[src/rtl/arit_defs.sv]
// Shared definitions for the arithmetic unit: sequencer state encoding,
// default operand width and the saturation limits.
package arit_defs;

   localparam int N_DEF = 25;

   typedef enum logic [1:0] {
      IDLE    = 2'd0,
      CARGA   = 2'd1,
      ENTREGA = 2'd2
   } estado_t;

   function automatic logic signed [63:0] sat_max(input int n);
      return (64'sd1 <<< (n - 1)) - 64'sd1;
   endfunction

   function automatic logic signed [63:0] sat_min(input int n);
      return -(64'sd1 <<< (n - 1));
   endfunction

endpackage

[src/rtl/suma.sv]
// Saturating two's-complement adder shared by the arithmetic unit.
// Clamps to the most positive/negative value when the wrapped sum flips sign.
module Suma
   import arit_defs::*;
#(
   parameter int N = N_DEF
) (
   input  logic [N-1:0] a,
   input  logic [N-1:0] b,
   output logic [N-1:0] s
);

   localparam logic [N-1:0] SMAX = N'(sat_max(N));
   localparam logic [N-1:0] SMIN = N'(sat_min(N));

   logic [N-1:0] raw;

   always_comb begin
      raw = a + b;
      s   = raw;
      if ((a[N-1] == b[N-1]) && (raw[N-1] != a[N-1]))
         s = a[N-1] ? SMIN : SMAX;
   end

endmodule

[src/rtl/arbitro_suma.sv]
// Round-robin arbiter that time-shares one Suma adder between NREQ requesters.
// Each operation walks IDLE -> CARGA -> ENTREGA, so one result every 3 cycles.
module arbitro_suma
   import arit_defs::*;
#(
   parameter int N    = N_DEF,
   parameter int NREQ = 3,
   parameter int IDW  = 2
) (
   input  logic              clk,
   input  logic              rst_n,
   input  logic [NREQ-1:0]   req,
   input  logic [NREQ*N-1:0] op_a,
   input  logic [NREQ*N-1:0] op_b,
   output logic [NREQ-1:0]   ack,
   output logic [N-1:0]      resultado,
   output logic              valido,
   output logic              sat,
   output logic [IDW-1:0]    grant_id,
   output logic              ocupado
);

   estado_t        state_q, state_d;
   logic [IDW-1:0] ptr_q, ptr_d;
   logic [IDW-1:0] grant_q, grant_d;
   logic [N-1:0]   ra_q, ra_d;
   logic [N-1:0]   rb_q, rb_d;
   logic [N-1:0]   res_q, res_d;
   logic           sat_q, sat_d;

   logic [N-1:0]   suma_s;
   logic [N-1:0]   raw;
   logic           ovf;
   logic [IDW-1:0] win;
   logic           unused_raw_lo;

   // First set bit at or after ptr+1, wrapping; ptr itself has lowest priority.
   function automatic logic [IDW-1:0] rr_pick(input logic [NREQ-1:0] r,
                                              input logic [IDW-1:0]  p);
      logic [IDW-1:0] w;
      logic           found;
      int             idx;
      w     = '0;
      found = 1'b0;
      for (int k = 1; k <= NREQ; k++) begin
         idx = (int'(p) + k) % NREQ;
         if (!found && r[idx]) begin
            found = 1'b1;
            w     = IDW'(idx);
         end
      end
      return w;
   endfunction

   Suma #(.N(N)) u_suma (
      .a (ra_q),
      .b (rb_q),
      .s (suma_s)
   );

   assign raw           = ra_q + rb_q;
   assign ovf           = (ra_q[N-1] == rb_q[N-1]) && (raw[N-1] != ra_q[N-1]);
   assign unused_raw_lo = ^raw[N-2:0];
   assign win           = rr_pick(req, ptr_q);

   always_comb begin
      state_d = state_q;
      ptr_d   = ptr_q;
      grant_d = grant_q;
      ra_d    = ra_q;
      rb_d    = rb_q;
      res_d   = res_q;
      sat_d   = sat_q;
      case (state_q)
         IDLE: begin
            if (|req) begin
               grant_d = win;
               for (int i = 0; i < NREQ; i++) begin
                  if (IDW'(i) == win) begin
                     ra_d = op_a[i*N +: N];
                     rb_d = op_b[i*N +: N];
                  end
               end
               state_d = CARGA;
            end
         end
         CARGA: begin
            res_d   = suma_s;
            sat_d   = ovf;
            state_d = ENTREGA;
         end
         ENTREGA: begin
            ptr_d   = grant_q;
            state_d = IDLE;
         end
         default: state_d = IDLE;
      endcase
   end

   always_ff @(posedge clk or negedge rst_n) begin
      if (!rst_n) begin
         state_q <= IDLE;
         ptr_q   <= IDW'(NREQ - 1);
         grant_q <= '0;
         ra_q    <= '0;
         rb_q    <= '0;
         res_q   <= '0;
         sat_q   <= 1'b0;
      end else begin
         state_q <= state_d;
         ptr_q   <= ptr_d;
         grant_q <= grant_d;
         ra_q    <= ra_d;
         rb_q    <= rb_d;
         res_q   <= res_d;
         sat_q   <= sat_d;
      end
   end

   // Handshake outputs decode straight from state so reset clears them at once.
   assign valido    = (state_q == ENTREGA);
   assign ack       = valido ? (NREQ'(1) << grant_q) : '0;
   assign ocupado   = (state_q != IDLE);
   assign resultado = res_q;
   assign sat       = sat_q;
   assign grant_id  = grant_q;

endmodule

[config.mk]
export PLATFORM = sky130hd
export DESIGN_NAME = arbitro_suma
export DESIGN_NICKNAME = d
export VERILOG_FILES = /design/src/rtl/arit_defs.sv /design/src/rtl/suma.sv /design/src/rtl/arbitro_suma.sv
export SDC_FILE = /design/constraint.sdc
export NUM_CORES = 1
export LEC_CHECK = 0
export ABC_AREA = 1
export CORE_ASPECT_RATIO = 0.7
export CORE_MARGIN = 2
export CORE_UTILIZATION = 55
export DETAILED_ROUTE_END_ITERATION = 8
export HOLD_SLACK_MARGIN = 0.12
export PLACE_DENSITY_LB_ADDON = 0.12
export REMOVE_ABC_BUFFERS = 1
export SLEW_MARGIN = 30
export SYNTH_ARGS = -nofsm -noshare
export SYNTH_HDL_FRONTEND = slang
export SYNTH_HIERARCHICAL = 1
export SYNTH_SLANG_ARGS = --single-unit
[constraint.sdc]
create_clock -name clk -period 5.27 [get_ports clk]
set_input_delay 0.527 -clock clk [delete_from_list [all_inputs] [get_ports clk]]
set_output_delay 0.527 -clock clk [all_outputs]
set_load 0.02 [all_outputs]
==> results of run 1 <==
==> sequential cells by signal (all words and copies together) (netlist names) <==
name	flops
ra_q	25
rb_q	25
ptr_q	2
state_q	2
sat	1
grant_id	2
resultado	25
==> metrics by stage <==
| stage | util, % | cell area (um^2) | total power (uW) | worst slack, ns |
|---|---|---|---|---|
| global placement | 70.4 | 9250 | 6340 | 2.08 |
| finish | 72.8 | 9560 | 7180 | 2.09 |
| CTS | 72.7 | 9550 | 7140 | 2.14 |
| detailed placement | 70.4 | 9250 | 6460 | 1.89 |
| floorplan | - | 7100 | 4980 | 2.13 |
| global route | 72.8 | 9560 | 8040 | 1.89 |
==> timing repair <==
| action | 4_1_cts | 5_1_grt |
|---|---|---|
| hold endpoints to repair | 4 | 0 |
| hold buffers | 1 | 0 |
| buffers inserted | 0 | 0 |
==> placed cells by master (no fill, tap or decap), types with 2 or more instances in the layout <==
| master | count |
|---|---|
| a21oi_1 | 20 |
| a31oi_1 | 41 |
| buf_4 | 9 |
| clkbuf_16 | 9 |
| clkdlybuf4s50_1 | 186 |
| clkinv_1 | 2 |
| clkinv_2 | 3 |
| dfrtp_1 | 81 |
| ha_1 | 49 |
| inv_1 | 157 |
| inv_2 | 5 |
| nand2_1 | 505 |
| nand2_2 | 10 |
| nand2_4 | 2 |
| nand3_1 | 188 |
| nand3_2 | 2 |
| nand3b_1 | 2 |
| nand4_1 | 8 |
| nor2_1 | 42 |
| nor2_2 | 2 |
| nor3_1 | 4 |
| o21ai_0 | 7 |
| xor2_1 | 10 |
==> worst max-delay path: stages (launching register included) <==
cell	delay, ns
dfstp_2	0.53
ha_1	0.32
o21ai_0	0.27
nand2_2	0.12
nand3_1	0.12
nand2_1	0.07
inv_2	0.64
nand2_1	0.52
nand2_1	0.18
nand3_1	0.10
nand2_1	0.11
nand2_1	0.05
==> metal layers <==
layer,GRT usage (%),up-vias
met1,42.1,3677
met3,4.28,32
met4,8.53,0
met5,0,-
met2,52.1,290
li1,-,4115
==> power groups by stage <==
stage / Clock (uW) / Combinational (uW) / Sequential, uW
3_3_place_gp: 0 / 5100 / 1240
2_1_floorplan: 0 / 3690 / 1300
3_5_place_dp: 0 / 5210 / 1240
6_report: 635 / 5300 / 1250
4_1_cts: 642 / 5260 / 1240
5_1_grt: 671 / 6080 / 1280
==> cell usage after synthesis (2+ instances only) <==
| cell type | instances | area (um^2) |
|---|---|---|
| buf_6 | 6 | 67.6 |
| nand3_2 | 2 | 20.0 |
| nand4_1 | 8 | 50.1 |
| inv_2 | 6 | 22.5 |
| nor2_2 | 2 | 12.5 |
| nand3_1 | 188 | 941 |
| nand3b_1 | 2 | 15.0 |
| xor2_1 | 10 | 87.6 |
| nor3_1 | 4 | 20.0 |
| inv_1 | 157 | 589 |
| dfrtp_1 | 81 | 2030 |
| nand2_2 | 10 | 62.6 |
| o21ai_0 | 7 | 35.0 |
| clkinv_1 | 2 | 7.51 |
| ha_1 | 49 | 613 |
| buf_2 | 26 | 130 |
| nand2_1 | 506 | 1900 |
| clkbuf_1 | 18 | 67.6 |
| a31oi_1 | 41 | 257 |
| a21oi_1 | 20 | 100 |
| nor2_1 | 42 | 158 |
| buf_4 | 2 | 15.0 |
==> worst min-delay path by stage <==
stage                  startpoint            end  cells after the start
floorplan                   rst_n    grant_id[0]                      0
global placement            rst_n    grant_id[0]                      1
detailed placement          rst_n    grant_id[1]                      1
CTS                 resultado[17]  resultado[17]                      2
global route        resultado[21]  resultado[21]                      2
finish              resultado[17]  resultado[17]                      2
==> area by class of cell <==
type / count / area (um^2) / area share, %
tap: 166 / 208 / 2.17
clock inverter: 6 / 65.1 / 0.681
sequential: 82 / 2050 / 21.5
clock buffer: 10 / 229 / 2.40
inverter: 165 / 621 / 6.49
multi-input combinational: 906 / 4430 / 46.4
timing repair buffer: 197 / 1950 / 20.4
==> kinds of logic (layout without fill, tap and decap cells) <==
family                     Yosys count  after routing
adders and majority gates           50             50
AOI/OAI and AO/OA                   74             74
xor gates and xnor gates            11             11
buffers and inverters              217            378
DFF                                 82             82
and+or+nand+nor                    771            771
==> out/results.ini, run 1 <==
[placed_design]
dp.cells=1515
place_hpwl_mm=15.7
port_buffers=187
gp_congestion=0.916

[detailed_routing]
drc=0
ant_nets=0
dr.pass1.iters=5
dr_wl_met2_mm=9.66
vias_per_cell=5.30
wl_per_cell_um=13.9
top_layer=met4
m1WireLength_mm=9.89
drt_iter0_markers=679
drt_wl_total_mm=21.3
route.met3.wl_mm=1.33
vias=8114

[synth]
synth_area_um2=7380
synth.distinct_cells=38
synth_edf_count=0
avgSynthCellArea_um2=6.12
yosys_register_bits=82
yosysSeqAreaShare_pct=27.8
synth_top_family_by_area=simple AND/OR/NAND/NOR gates
synth_ff_type=dfrtp_1
synth-compound-area-share_pct=6.02
synthCells=1205
synthXorXnorAreaFrac_pct=1.31
ys_async_sr_fraction_pct=100
synth_fa_ha_area_share_pct=8.58
synthSimpleGateAreaFrac_pct=44.1
synth_mux_area_share_pct=0
ys_warn_count=6

[setup_path]
startpoint_type=register
crit_path_max_fanout=52
endpoint_kind=register
r2r_end=ra_q[18]
crit_arrival_ns=3.42
rr_startpoint=ptr_q[1]
worstPathRequired_ns=5.50
crit_end=ra_q[18]
cp-startpoint=ptr_q[1]
ff2ff_setup_slack_ns=2.09
path_class=reg -> reg
r2r_cells=11

[sta]
max_clock_freq_mhz=314
setup_viol=0
slew_headroom_pct=41.1
rsz0062_at_grt=false
slew_viol_final=0
worstMarginPinSlew_ns=0.883
hold-worst-slack_ns=0.468
finClkSkew_ns=0.00723
finalHoldViolations=0
tns_ns=0
final.min_clock_period_ns=3.18
timing.final.crit_share_pct=60.4

[power]
cell_internal_pwr_uw=3230
p_per_area_nw_per_um2=751
seqPwrFrac_pct=17.3
switching_share_pct=55.0
p_clk_share_pct=8.8
p_comb_share_pct=73.8
p_switching_uw=3950
p_leak_uw=0.00533
peakVddDrop_uv=478

[layout]
fin_cells=1532
antenna_cells=0
synthToLayoutAreaGrowth_pct=29.6
drive_gt1_share_pct=3.95
fin_nets=1566
nFillCells=1139

[grt]
grt_pass1_wl_mm=36.1
grt_max_degree=78
grt_overflow_total=0
grt_usage_pct=30.9
antenna_found_initial=0
grt_pass1_vias=7657

[floorplanning]
initial_utilization_pct=56.2
die_width_um=142
core_um2=13100
die_area_um2=14400
num_rows=35
dieHeight_um=101
io_pins=188

[hold_path]
min_path_type=reg -> reg

[clock_network]
clockBufferDepth=2
cts_tree=done
clk_latency_ns=0.35
numClockSinks=82
cts.clk_slew.worst_paths_ns=0.06
htree_levels=3
cts_resized=0
numCtsBuffers=9
cts_root_buf=clkbuf_16

[run_status]
status=completed

[flow_run]
drv_cap=0

Note: power is estimated with default switching activity, not from simulation.
==> inputs of run 2 (changes only) <==
--- a/config.mk
+++ b/config.mk
@@ -8,7 +8,7 @@
 export ABC_AREA = 1
 export CORE_ASPECT_RATIO = 0.7
 export CORE_MARGIN = 2
-export CORE_UTILIZATION = 55
+export CORE_UTILIZATION = 46
 export DETAILED_ROUTE_END_ITERATION = 8
 export HOLD_SLACK_MARGIN = 0.12
 export PLACE_DENSITY_LB_ADDON = 0.12
==> constraint.sdc (replaced) <==
create_clock -name clk -period 2.9 [get_ports clk]
set_input_delay 0.29 -clock clk [delete_from_list [all_inputs] [get_ports clk]]
set_output_delay 0.29 -clock clk [all_outputs]
set_load 0.02 [all_outputs]
==> run 2 against run 1 <==
Net effect:
- hold slack worse by 0.047 ns
- worst setup slack worse by 1.8 ns
- design area up 1.6%
- largest power group unchanged
- sequential power up 83%
- critical path type unchanged
- via count up 0.91%
- register-to-register slack worse by 1.8 ns
- maximum frequency up 24%
- clock skew up 0.0069 ns
- critical path depth up 1
==> out/results.ini, run 2 (same netlist as run 1, synthesis figures left out) <==
[run_status]
status=completed

[placed_design]
gp_congestion=0.906  ; -1.0%
port_buffers=187  ; unchanged
place_hpwl_mm=16.8  ; +6.8%

[layout]
nFillCells=1513  ; +33%
synthToLayoutAreaGrowth_pct=31.6
fin_nets=1571  ; +0.32%
antenna_cells=0  ; unchanged
multi_input_area_um2=4430  ; -0.17%
drive_gt1_share_pct=4.23  ; +0.28 points
regArea_um2=2050  ; unchanged
final_common_cell=nand2_1
most-common-layout-cells=506 x nand2_1, 188 x nand3_1, 186 x clkdlybuf4s50_1, 157 x inv_1, 81 x dfrtp_1
fin_util_pct=62.3  ; -10 points

[sta]
timing.final.crit_share_pct=88.8  ; +28 points
worstMarginPinSlew_ns=0.914  ; +0.0310 ns
slew_headroom_pct=39.1  ; -2.0 points
rsz0062_at_grt=false
finClkSkew_ns=0.0142  ; +0.00692 ns
finalHoldViolations=0  ; unchanged
final.min_clock_period_ns=2.57  ; -0.607 ns
tns_ns=0  ; unchanged
max_clock_freq_mhz=388  ; +24%
slew_viol_final=0  ; unchanged
setup_viol=0  ; unchanged

[setup_path]
crit_path_max_fanout=28  ; -46%
crit_top_cell=nand3_1
rr_startpoint=ptr_q[1]
cp_slowest_cell=dfstp_2
crit_arrival_ns=2.82  ; -0.60 ns
worstPathRequired_ns=3.15  ; -2.35 ns
endpoint_kind=register
worstPathCellList=ha_1, inv_2, nand2_1, nand3_1, nand2_2, nand3_1, nand3_1, buf_12, nand3_1, nand3_1, nand2_1, nand2_1
crit_family=simple AND/OR/NAND/NOR gates
crit_buf_inv=2  ; +1
cpPeakStageDelay_ns=0.53  ; -0.11 ns
path_class=reg -> reg
startpoint_type=register
cp-startpoint=ptr_q[1]

[floorplanning]
dieHeight_um=110  ; +9.0%
core_um2=15600  ; +19%
io_pins=188  ; unchanged
initial_utilization_pct=47.3  ; -8.8 points
num_rows=38  ; +8.6%
die_area_um2=17100  ; +19%
die_width_um=155  ; +9.1%

[detailed_routing]
ant_nets=0  ; unchanged
dr.pass1.iters=5  ; unchanged
vias_per_cell=5.21  ; -1.6%
drc=0  ; unchanged
vias=8188  ; +0.91%
drt_iter0_markers=559  ; -18%
drt_wl_total_mm=22.4  ; +5.2%
wl_per_cell_um=14.2  ; +2.6%

[grt]
grt_pass1_vias=7517  ; -1.8%
grt_pass1_wl_mm=37.1  ; +2.8%
antenna_found_initial=0  ; unchanged
grt_usage_pct=27.1  ; -3.9 points
grt_overflow_total=0  ; unchanged
grt_max_degree=92  ; +18%

[flow_run]
drv_cap=0  ; unchanged

[clock_network]
cts.clk_slew.worst_paths_ns=0.07  ; about the same
cts_root_buf=clkbuf_16
numClockSinks=82  ; unchanged
htree_levels=3  ; unchanged
clk_latency_ns=0.36  ; about the same
cts_resized=0  ; unchanged
cts_tree=done
numCtsBuffers=9  ; unchanged
clockBufferDepth=2  ; unchanged

[power]
peakVddDrop_uv=670  ; +40%
p_per_area_nw_per_um2=1370  ; +83%
p_leak_uw=0.00538  ; +1.1%

[hold_path]
min_path_type=in -> async

==> run 2: cell count changes in the layout (fill, tap and decap cells not counted), sizes merged <==
cell / previous run / this run
buf: 10 / 15
bufinv: 1 / 3
clkinv: 6 / 4
clkinvlp: 1 / 0
inv: 163 / 164
==> run 2: area by class of cell <==
cell class / instances / area share (%)
well taps: 200 / 2.58
flip-flops and latches: 82 / 21.1
inverters: 165 / 6.38
clock buffers: 10 / 2.36
multi-input cells: 906 / 45.6
repair buffers: 202 / 20.8
clock inverters: 6 / 1.16
==> run 2: worst reg2reg max path: stages (launching register included) <==
cell and delay, ns:
dfstp_2 0.53, ha_1 0.30, inv_2 0.12, nand2_1 0.06, nand3_1 0.09, nand2_2 0.09
nand3_1 0.12, nand3_1 0.46, buf_12 0.37, nand3_1 0.10, nand3_1 0.08, nand2_1 0.09
nand2_1 0.06
==> run 2: timing repair <==
action / in CTS / in global routing
hold buffers: 1 / 0
endpoints found under the setup margin: 0 / 0
endpoints found under the hold margin: 32 / 0
setup buffers: 0 / 0
==> run 2: through the flow <==
step                      instances  power, uW  setup slack (ns)  area (um^2)  hold WS (ns)
after floorplan                1153       9060            -0.244         7100      -0.00559
after global routing           1571      14900             0.133         9710         0.471
after global placement         1554      11800             0.356         9360         0.274
after CTS                      1571      13400             0.334         9710         0.430
final                          1571      13300             0.325         9710         0.422
after detailed placement       1554      11900             0.344         9360         0.267
==> run 2: where the power goes <==
part           internal, uW  switching (uW)  leakage (uW)
Sequential             1770             521       0.00100
Clock                   845             503      0.000167
Combinational          3560            6140       0.00421
==> run 2: metal layers <==
layer  share of wire [%]  vias to the layer above  global-route usage, %
li1                    -                     4128                      -
met1                  47                     3706                   37.3
met2                  44                      327                   44.2
met3                 8.0                       27                   5.40
met4                 1.5                        0                   6.29
met5                   0                        -                      0
==> run 2: final timing paths <==
check | slack, ns | endpoint | cells past startpoint
setup / recovery | 0.33 | rb_q[4] | 12
min in group clk | 0.47 | resultado[18] | 2
hold / removal | 0.42 | rb_q[7] | 2
hold reg to reg | 0.47 | resultado[18] | 2
max in group asynchronous | 1.73 | resultado[16] | 3
setup reg to reg | 0.33 | rb_q[4] | 12
==> inputs of run 3 (changes only) <==
--- a/config.mk
+++ b/config.mk
@@ -10,8 +10,9 @@
 export CORE_MARGIN = 2
 export CORE_UTILIZATION = 46
 export DETAILED_ROUTE_END_ITERATION = 8
+export GPL_TIMING_DRIVEN = 0
 export HOLD_SLACK_MARGIN = 0.12
-export PLACE_DENSITY_LB_ADDON = 0.12
+export PLACE_DENSITY = 0.9
 export REMOVE_ABC_BUFFERS = 1
 export SLEW_MARGIN = 30
 export SYNTH_ARGS = -nofsm -noshare
==> run 3 against run 2 <==
Net effect:
- maximum frequency fell by 5.3%
- register-to-register slack got worse by 0.14 ns
- sequential share of layout area fell by 0.17 points
- total power rose by 1.7%
- count of clock-buffer cells in the layout did not move
- worst setup slack got worse by 0.14 ns
- sequential power barely moved
- critical path depth fell by 1
- global-route usage fell by 1.6 points
- largest cell class unchanged
==> out/results.ini, run 3 (same netlist as run 1, synthesis figures left out) <==
[floorplanning]
dieHeight_um=110  ; unchanged
core_um2=15600  ; unchanged
die_width_um=155  ; unchanged
io_pins=188  ; unchanged
num_rows=38  ; unchanged
initial_utilization_pct=47.3  ; unchanged
die_area_um2=17100  ; unchanged

[setup_path]
crit_arrival_ns=2.95  ; +0.13 ns
worstPathRequired_ns=3.13  ; -0.02 ns
crit_path_max_fanout=52  ; +86%
endpoint_kind=register
path_class=reg -> reg
crit_top_cell=nand2_1
worstPathCellList=ha_1, o21ai_0, nand2_2, nand3_1, nand2_1, inv_6, nand2_2, nand2_1, nand3_1, nand2_1, nand2_1
cp_slowest_cell=dfstp_2
ff2ff_setup_slack_ns=0.18  ; -0.14 ns
startpoint_type=register
cpPeakStageDelay_ns=0.54  ; about the same

[clock_network]
numCtsBuffers=9  ; unchanged
clk_latency_ns=0.35  ; about the same
cts_tree=done
htree_levels=3  ; unchanged
post_cts_buffers=0  ; unchanged
clockBufferDepth=2  ; unchanged
cts.clk_slew.worst_paths_ns=0.07  ; about the same
cts_root_buf=clkbuf_16
numClockSinks=82  ; unchanged

[layout]
antenna_cells=0  ; unchanged
multi_input_area_um2=4530  ; +2.4%
final_common_cell=nand2_1
fin_nets=1567  ; -0.25%
fin_util_pct=62.8  ; +0.50 points
most-common-layout-cells=504 x nand2_1, 186 x clkdlybuf4s50_1, 185 x nand3_1, 157 x inv_1, 81 x dfrtp_1
nFillCells=1441  ; -4.8%
synthToLayoutAreaGrowth_pct=32.7
regArea_um2=2050  ; unchanged
drive_gt1_share_pct=4.54  ; +0.30 points

[detailed_routing]
vias=8106  ; -1.0%
vias_per_cell=5.17  ; -0.75%
drt_iter0_markers=446  ; -20%
top_layer=met4
drt_wl_total_mm=22.0  ; -1.4%
dr.pass1.iters=5  ; unchanged
m1WireLength_mm=9.90  ; -5.1%
dr_wl_met2_mm=10.1  ; +2.6%
drc=0  ; unchanged
route.met3.wl_mm=1.71  ; -4.0%
wl_per_cell_um=14.1  ; -1.2%
ant_nets=0  ; unchanged

[grt]
grt_pass1_vias=7685  ; +2.2%
grt_overflow_total=0  ; unchanged
grt_usage_pct=25.4  ; -1.6 points
grt_pass1_wl_mm=35.2  ; -5.1%
antenna_found_initial=0  ; unchanged
grt_max_degree=92  ; unchanged

[placed_design]
port_buffers=187  ; unchanged
dp_slack_ns=-0.956  ; -1.30 ns
gp_congestion=0.956  ; +5.6%
place_hpwl_mm=16.2  ; -3.6%

[hold_path]
min_path_type=in -> async

[power]
p_per_area_nw_per_um2=1390  ; +0.89%
peakVddDrop_uv=722  ; +7.7%
p_leak_uw=0.00540  ; +0.20%

[sta]
max_clock_freq_mhz=368  ; -5.3%
timing.final.crit_share_pct=93.8  ; +5.0 points
setup_viol=0  ; unchanged
slew_headroom_pct=39.0  ; -0.10 points
slew_viol_final=0  ; unchanged
setup_ws_ns=0.181  ; -0.144 ns
rsz0062_at_grt=false
finClkSkew_ns=0.0118  ; -0.00237 ns
worstMarginPinSlew_ns=0.912  ; -0.00140 ns
final.min_clock_period_ns=2.72  ; +0.144 ns
finalHoldViolations=0  ; unchanged

[flow_run]
drv_cap=0  ; unchanged

[run_status]
status=completed

run 3: cell type report:
class | count | share of cell area [%]
clock inverters | 6 | 0.920
well taps | 200 | 2.56
flip-flops and latches | 82 | 21.0
inverters | 165 | 6.40
repair buffers | 195 | 20.4
multi-input cells | 909 | 46.3
clock buffers | 10 | 2.44
run 3: timing repair:
action | in CTS | in global routing
endpoints found under the hold margin | 35 | 0
gates cloned | 1 | 2
hold buffers | 1 | 0
pin swaps | 1 | 2
endpoints found under the setup margin | 51 | 51
resized for setup | 5 | 5
run 3: path summary, 6_finish.rpt:
check | depth (start not counted) | endpoint | from
max | 11 | rb_q[2] | ptr_q[1]
min | 2 | sat | rst_n
max reg2reg | 11 | rb_q[2] | ptr_q[1]
min reg2reg | 2 | resultado[10] | resultado[10]
max in group asynchronous | 3 | ptr_q[1] | rst_n
min in group clk | 2 | resultado[10] | resultado[10]
run 3: routing by layer:
layer | GRT usage [%] | vias up
met5 | 0 | -
met4 | 7.60 | 0
met3 | 5.79 | 38
met2 | 44.8 | 282
met1 | 31.4 | 3661
li1 | - | 4125
run 3: worst max-delay path: cells and delay by family, from the launching register on:
family	cells	cell delay, ns
flops	1	0.54
buf+inv	1	0.33
simple gates	8	1.13
compound gates	1	0.28
fa+ha+maj	1	0.31
run 3: where the power goes:
part	total (uW)	internal (uW)	switching, uW
logic	10000	3550	6480
clock network	1270	779	490
registers	2270	1770	500
total	13600	6100	7470
run 3: stage by stage:
stage               power [uW]  hold WS, ns  instance area [um^2]  std cells  TNS, ns
floorplan                 9060     -0.00559                  7100       1153   -10.10
global placement         11400        0.457                  9220       1540  -171.00
detailed placement       11800        0.205                  9360       1547   -44.99
CTS                      13400        0.404                  9740       1565        0
global route             15100        0.427                  9790       1567        0
finish                   13600        0.393                  9790       1567        0
